--- src/rtl/multicycle_control.sv ---
// Main control FSM of the multicycle MIPS core: sequences fetch, decode, execute,
// memory and write-back cycles, counts retired instructions and flags bad opcodes.
module multicycle_control #(
    parameter int unsigned MEM_HANDSHAKE = 1,
    parameter int unsigned CNT_W         = 32
) (
    input  logic             clk,
    input  logic             rst,
    input  logic [5:0]       opcode,
    input  logic             mem_ready,
    output logic             mem_read,
    output logic             mem_write,
    output logic             iord,
    output logic             ir_write,
    output logic             pc_write,
    output logic             branch,
    output logic [1:0]       pc_src,
    output logic             alu_src_a,
    output logic [1:0]       alu_src_b,
    output logic [1:0]       alu_op,
    output logic             reg_write,
    output logic             reg_dst,
    output logic             mem_to_reg,
    output logic             illegal_op,
    output logic [CNT_W-1:0] retired,
    output logic [3:0]       state_dbg
);

    typedef enum logic [3:0] {
        S_FETCH   = 4'd0,
        S_DECODE  = 4'd1,
        S_MEMADR  = 4'd2,
        S_MEMRD   = 4'd3,
        S_MEMWB   = 4'd4,
        S_MEMWR   = 4'd5,
        S_EXECUTE = 4'd6,
        S_ALUWB   = 4'd7,
        S_BRANCH  = 4'd8,
        S_ADDIEX  = 4'd9,
        S_ADDIWB  = 4'd10,
        S_JUMP    = 4'd11
    } state_t;

    localparam logic [5:0] OP_RTYPE = 6'b000000;
    localparam logic [5:0] OP_LW    = 6'b100011;
    localparam logic [5:0] OP_SW    = 6'b101011;
    localparam logic [5:0] OP_BEQ   = 6'b000100;
    localparam logic [5:0] OP_ADDI  = 6'b001000;
    localparam logic [5:0] OP_J     = 6'b000010;

    state_t           state_q, state_d;
    logic [CNT_W-1:0] retired_q, retired_d;
    logic             illegal_q, illegal_d;
    logic             ready;
    logic             retire;

    // Without the handshake every memory access is assumed to finish in one cycle.
    assign ready = (MEM_HANDSHAKE != 0) ? mem_ready : 1'b1;

    always_comb begin
        state_d   = state_q;
        illegal_d = illegal_q;
        retire    = 1'b0;
        unique case (state_q)
            S_FETCH: begin
                if (ready) state_d = S_DECODE;
            end
            S_DECODE: begin
                unique case (opcode)
                    OP_LW, OP_SW: state_d = S_MEMADR;
                    OP_RTYPE:     state_d = S_EXECUTE;
                    OP_BEQ:       state_d = S_BRANCH;
                    OP_ADDI:      state_d = S_ADDIEX;
                    OP_J:         state_d = S_JUMP;
                    default: begin
                        state_d   = S_FETCH;
                        illegal_d = 1'b1;
                    end
                endcase
            end
            S_MEMADR: begin
                state_d = (opcode == OP_SW) ? S_MEMWR : S_MEMRD;
            end
            S_MEMRD: begin
                if (ready) state_d = S_MEMWB;
            end
            S_MEMWB: begin
                state_d = S_FETCH;
                retire  = 1'b1;
            end
            S_MEMWR: begin
                if (ready) begin
                    state_d = S_FETCH;
                    retire  = 1'b1;
                end
            end
            S_EXECUTE: state_d = S_ALUWB;
            S_ALUWB: begin
                state_d = S_FETCH;
                retire  = 1'b1;
            end
            S_BRANCH: begin
                state_d = S_FETCH;
                retire  = 1'b1;
            end
            S_ADDIEX: state_d = S_ADDIWB;
            S_ADDIWB: begin
                state_d = S_FETCH;
                retire  = 1'b1;
            end
            S_JUMP: begin
                state_d = S_FETCH;
                retire  = 1'b1;
            end
            default: state_d = S_FETCH;
        endcase
    end

    // The counter wraps naturally at 2^CNT_W.
    assign retired_d = retire ? (retired_q + CNT_W'(1)) : retired_q;

    always_ff @(posedge clk or posedge rst) begin
        if (rst) begin
            state_q   <= S_FETCH;
            retired_q <= '0;
            illegal_q <= 1'b0;
        end else begin
            state_q   <= state_d;
            retired_q <= retired_d;
            illegal_q <= illegal_d;
        end
    end

    // Outputs depend only on the state register, so reset forces FETCH values
    // immediately; only the FETCH load strobes look at mem_ready.
    always_comb begin
        mem_read   = 1'b0;
        mem_write  = 1'b0;
        iord       = 1'b0;
        ir_write   = 1'b0;
        pc_write   = 1'b0;
        branch     = 1'b0;
        pc_src     = 2'b00;
        alu_src_a  = 1'b0;
        alu_src_b  = 2'b00;
        alu_op     = 2'b00;
        reg_write  = 1'b0;
        reg_dst    = 1'b0;
        mem_to_reg = 1'b0;
        unique case (state_q)
            S_FETCH: begin
                mem_read  = 1'b1;
                alu_src_b = 2'b01;
                ir_write  = ready;
                pc_write  = ready;
            end
            S_DECODE: alu_src_b = 2'b11;
            S_MEMADR: begin
                alu_src_a = 1'b1;
                alu_src_b = 2'b10;
            end
            S_MEMRD: begin
                mem_read = 1'b1;
                iord     = 1'b1;
            end
            S_MEMWB: begin
                reg_write  = 1'b1;
                mem_to_reg = 1'b1;
            end
            S_MEMWR: begin
                mem_write = 1'b1;
                iord      = 1'b1;
            end
            S_EXECUTE: begin
                alu_src_a = 1'b1;
                alu_op    = 2'b10;
            end
            S_ALUWB: begin
                reg_write = 1'b1;
                reg_dst   = 1'b1;
            end
            S_BRANCH: begin
                alu_src_a = 1'b1;
                alu_op    = 2'b01;
                branch    = 1'b1;
                pc_src    = 2'b01;
            end
            S_ADDIEX: begin
                alu_src_a = 1'b1;
                alu_src_b = 2'b10;
            end
            S_ADDIWB: reg_write = 1'b1;
            S_JUMP: begin
                pc_write = 1'b1;
                pc_src   = 2'b10;
            end
            default: ;
        endcase
    end

    assign illegal_op = illegal_q;
    assign retired    = retired_q;
    assign state_dbg  = state_q;

endmodule

--- config.mk ---
export PLATFORM = sky130hd
export DESIGN_NAME = multicycle_control
export DESIGN_NICKNAME = d
export VERILOG_FILES = /design/src/rtl/multicycle_control.sv
export SDC_FILE = /design/constraint.sdc
export NUM_CORES = 1
export LEC_CHECK = 0
export ABC_AREA = 1
export ABC_CLOCK_PERIOD_IN_PS = 1800
export CAP_MARGIN = 25
export CORE_MARGIN = 2
export CORE_UTILIZATION = 60
export DETAILED_ROUTE_END_ITERATION = 8
export DONT_BUFFER_PORTS = 1
export PLACE_DENSITY = 0.77
export SETUP_SLACK_MARGIN = 0.1
export SYNTH_ARGS = -nofsm -noshare
export SYNTH_HDL_FRONTEND = slang
export SYNTH_SLANG_ARGS = --single-unit
--- constraint.sdc ---
create_clock -name clk -period 1.8 [get_ports clk]
set_input_delay 0.36 -clock clk [delete_from_list [all_inputs] [get_ports clk]]
set_output_delay 0.36 -clock clk [all_outputs]
set_load 0.01 [all_outputs]
======== Word-level counts from Yosys, hierarchy flattened ========
Index checks and enable logic that the tools add are counted.
operators by class
  add/subtract/negate cells ............... 1
  equal/unequal tests ..................... 19
  muxes and demuxes ....................... 21
  bitwise operators ....................... 1
  reduce and logical (&&, ||, !) cells .... 12
operators with widths
  operator                 count
  $add A32 B1 Y32 const B  1
  $pmux W4 S7              1
  $pmux W4 S5              1
  $eq A4 B3 Y1 const B     4
  $eq A4 B4 Y1 const B     4
  $eq A6 B6 Y1 const B     2
  $mux W4                  3
  $mux W1                  10
  $eq A4 B2 Y1 const B     2
  $pmux W2 S2              2
  $reduce_or A2 Y1         4
  $eq A6 B2 Y1 const B     1
  $eq A6 B3 Y1 const B     1
  $eq A6 B4 Y1 const B     1
  $logic_not A6 Y1         1
  $ne A2 B2 Y1 const B     3
  $pmux W2 S3              1
  $reduce_or A6 Y1         1
  $reduce_or A5 Y1         1
  $eq A4 B1 Y1 const B     1
  $logic_not A4 Y1         1
  $pmux W1 S2              2
  $reduce_or A4 Y1         1
  $mux W3                  1
  4 further kinds          4
storage, ports and cells
  register bits ........................... 37
  bits of input ports ..................... 9

======== Depth between registers and ports, before layout ========
  word-level depth ........................ 4
  mapped depth ............................ 10
  gate-level depth less buffers ........... 10

======== Worst setup path after synthesis ========
No wires, ideal clock.
  path type ............................... flip-flop to flip-flop
  start point ............................. reg retired_q[0] (netlist: retired[0])
  end point ............................... reg retired_q[30] (netlist: retired[30])
  setup time .............................. 116 ps
  arrival ................................. 1370 ps
  path slack .............................. 313 ps
  stages on the path, launching flop included .. 11
  buffers on the path ..................... 0
  clock period less this slack ............ 1487 ps
  path through ............................ dfrtp_1 ha_1 inv_1 nor2_2 nand2_1 nor2_1 nand2_1 nand2_1 nand2_1 nand2_1 nand2_1
between the ends
  word-level cells in the longest chain between the ends .. 1
RTL lines
  item                    RTL line  source
  start, declared         52        logic [CNT_W-1:0] retired_q, retired_d;
  start signal, assigned  129       retired_q <= retired_d;
  $add A32 B1 Y32         120       assign retired_d = retire ? (retired_q + CNT_W'(1)) : retired_q;
No other way between the ends.
A chain may end at the register's enable or synchronous reset.

======== Worst setup path in the final report ========
  start point ............................. reg state_q[3] (netlist: state_dbg[3])
  end point ............................... out alu_src_a
between the ends
  word-level cells in the longest chain between the ends .. 3
  elaborated cells on any way between the ends .. 6
  those cells by class .................... 4 x eq/ne; 1 x mux; 1 x reduce/logical
RTL lines
  item                                  RTL line  source
  start, declared                       51        state_t state_q, state_d;
  start signal, assigned                128       state_q <= state_d;
  $eq A4 B4 Y1 (tied with other cells)  150       unique case (state_q)
  $reduce_or A4 Y1 (no line) (*)        n/a
  $mux W1 (*)                           150
  end, declared                         18        output logic alu_src_a,
Every way passes the cells marked *; elsewhere a longest branch is shown, timed or not.

==> results.tsv <==
metric	value	unit
drv_slew	0	
startpoint	state_dbg[3]	
via_count	2654	
timing.rr.start	state_dbg[1]	
cp_slowest_stage_delay	470	ps
combPwrFrac	35.7	%
p_leak	1.447	nW
async_flop_share	100.0	%
synthCells	444	
drv_cap	0	
cts_num_sinks	37	
clkTransAtPathRegs	70	ps
clock_power_share	22.9	%
critPathKind	reg -> out	
cts_buffers	5	
hold_viol_final	0	
synthMuxAreaShare	0	%
r2r_slack	150	ps
area_growth	10.40	%
die_y	70.57	µm
reg2reg_depth	10	
initial_core_util	61.49	%
place_congestion	0.9216	
fin_crit	1709	ps
ys.flop_type	dfrtp_1	
fmax	585.0	MHz
wl_per_cell	13.02	µm
cts_tree	yes	
reg2reg_to	retired[14]	
slew_headroom	67.66	%
postLayoutCellArea	0.002935	mm²
drive_above_1_share	12.04	%
track_usage	28.26	%
grt_remaining_overflow	0	
peakVddDrop	699.6	µV
swShare	40.63	%
netlist_area	0.002659	mm²
tns	0	ps
clock_skew	2.655	ps
htreeDepth	2	
cp_cell_sequence	inv_1, nor2_2, nand2_1, o21ai_2, nor2_1, nand2_1	
syn_nets	454	
drc	0	
ys_top_cells_by_count	nand2_1, nor2_1, inv_1, dfrtp_1, nand3_1	
cp_data_arrival_time	1350	ps
hpwl	5130	µm
drt_iter0_drc	160	
p_sw	1.013	mW
synth_top_family_by_area	simple AND/OR/NAND/NOR gates	
cp-end-kind	primary output	
yosys.area.top_type	dfrtp_1	
cp.required	1440	ps
synth_compound_area_share	3.482	%
worst_pin_slew	485.1	ps
critPathMaxFanout	4	
postCtsHoldBufs	0	
setup_viol	0	
port_buffers	0	
grt_pass1_vias	2504	
ctsLongestPathBuffers	2	
run_status	finished, final reports clean	
synthSimpleGateAreaFrac	47.01	%
grt_first_pass_wirelength	11270	µm
dpl_cell_area	0.002723	mm²
path_common_cell	nand2_1	
grt_max_degree	38	
hp-class	in -> async	
power_density	849.5	mW/mm²
period_share	94.97	%
cpMaxStageDelayCell	dfrtp_2	
synth_warnings	0	
avgSynthCellArea	5.988	µm²
power_frac_seq	41.5	%
root_buffer	clkbuf_8	
p_int	1.480	mW
synthXorXnorAreaFrac	4.282	%
synth-seq-cells	37	
worst_setup_path_start_kind	flop	
synth_edf_count	0	
antenna_cells	0	
pin_count	62	
first_pass_iters	4	
nNetsFinal	466	
post-route-util	67.88	%
synth_area_leaders	dfrtp_1, nand2_1, nor2_1	
ant_nets	0	
ys_seq_area_share	34.82	%
die_w	70.57	µm
synth.most_common_cell	nand2_1	
clk_latency	290	ps
vias_per_cell	5.214	
yosys.area.top_type_share	34.82	%
fp-row-count	24	
grt_antenna_before_repair	0	
dieArea	0.004980	mm²
drt-total-wl	6625	µm
rsz0062_at_grt	true	
core	0.004324	mm²
synth.distinct_cells	20	
yosys.area_share.adder	0.4706	%
==> logic make-up (layout without fill, tap and decap cells) <==
group,after synthesis,in the layout
DFF,37,37
adders and majority gates,1,1
xor gates and xnor gates,13,13
and+or+nand+nor,315,315
AOI/OAI and AO/OA,18,18
buffers and inverters,60,73
==> area by class of cell <==
cell class | instances | area (µm²)
Sequential cell | 37 | 935.9
Multi-Input combinational cell | 347 | 1521
Inverter | 52 | 200.2
Tap cell | 52 | 65.06
Clock inverter | 2 | 10.01
Fill cell | 416 | 1389
Timing Repair Buffer | 13 | 130.1
Clock buffer | 6 | 72.57
==> state kept, by name, summed over array words and instances (netlist names) <==
name	count
illegal_op	1
state_dbg	4
retired	32
==> layer usage <==
| layer | vias to the layer above | part of all wire [%] | track usage (%) |
|---|---|---|---|
| li1 | 1368 | - | - |
| met1 | 1213 | 45 | 36.30 |
| met2 | 65 | 49 | 48.74 |
| met3 | 8 | 5.7 | 5.983 |
| met4 | 0 | 1.1 | 7.547 |
| met5 | - | 0 | 0 |
==> worst max path at each step <==
stage | cells after the start | slack (ps) | endpoint
5_1_grt | 3 | 30 | pc_write
4_1_cts | 6 | 50 | alu_src_a
3_5_place_dp | 8 | 100 | retired[2]
2_1_floorplan | 10 | 310 | retired[30]
6_report | 6 | 90 | alu_src_a
3_3_place_gp | 6 | 160 | alu_src_a
==> critical path, delay by kind of cell (launching register included) <==
family          cells  cell delay (ps)
compound gates      1               80
buf+inv             1               80
flops               1              470
simple gates        4              430
==> placed cells by master, fill, tap and decap left out, types with 2 or more instances in the layout <==
cell type and count:
nor2_4 5, xor2_1 11, buf_12 2, clkbuf_8 5, xnor2_1 2, buf_4 10
nand4_1 3, nand2_2 4, nand2_1 199, inv_4 2, nand3_1 22, dfrtp_1 29
nand3b_1 2, a21oi_1 2, nor2_2 9, dfrtp_2 8, inv_1 45, inv_2 5
o21ai_2 2, nor2_1 71, clkinv_2 2, o21ai_0 12
==> power by group through the flow <==
stage	Clock, mW	Combinational [mW]	Sequential [mW]
6_report	0.570	0.889	1.03
5_1_grt	0.603	0.992	1.04
4_1_cts	0.585	0.796	1.03
3_5_place_dp	0	0.753	1.03
3_3_place_gp	0	0.744	1.03
2_1_floorplan	0	0.598	1.04
==> through the flow <==
step / std cells / setup WS, ps / hold slack, ps / power, mW
global route: 509 / 25.59 / 124.3 / 2.638
CTS: 506 / 54.26 / 86.28 / 2.406
floorplan: 444 / 313.4 / 493.2 / 1.639
finish: 509 / 90.58 / 63.62 / 2.493
global placement: 497 / 159.4 / 388.9 / 1.777
detailed placement: 497 / 103.6 / 398.3 / 1.786
==> what timing repair did <==
| item | CTS | global route |
|---|---|---|
| buffers inserted | 1 | 3 |
| pin swaps | 1 | 4 |
| gates resized for setup | 15 | 25 |
| endpoints found under the setup margin | 12 | 32 |
No activity file was read; power rests on OpenSTA's default activity.
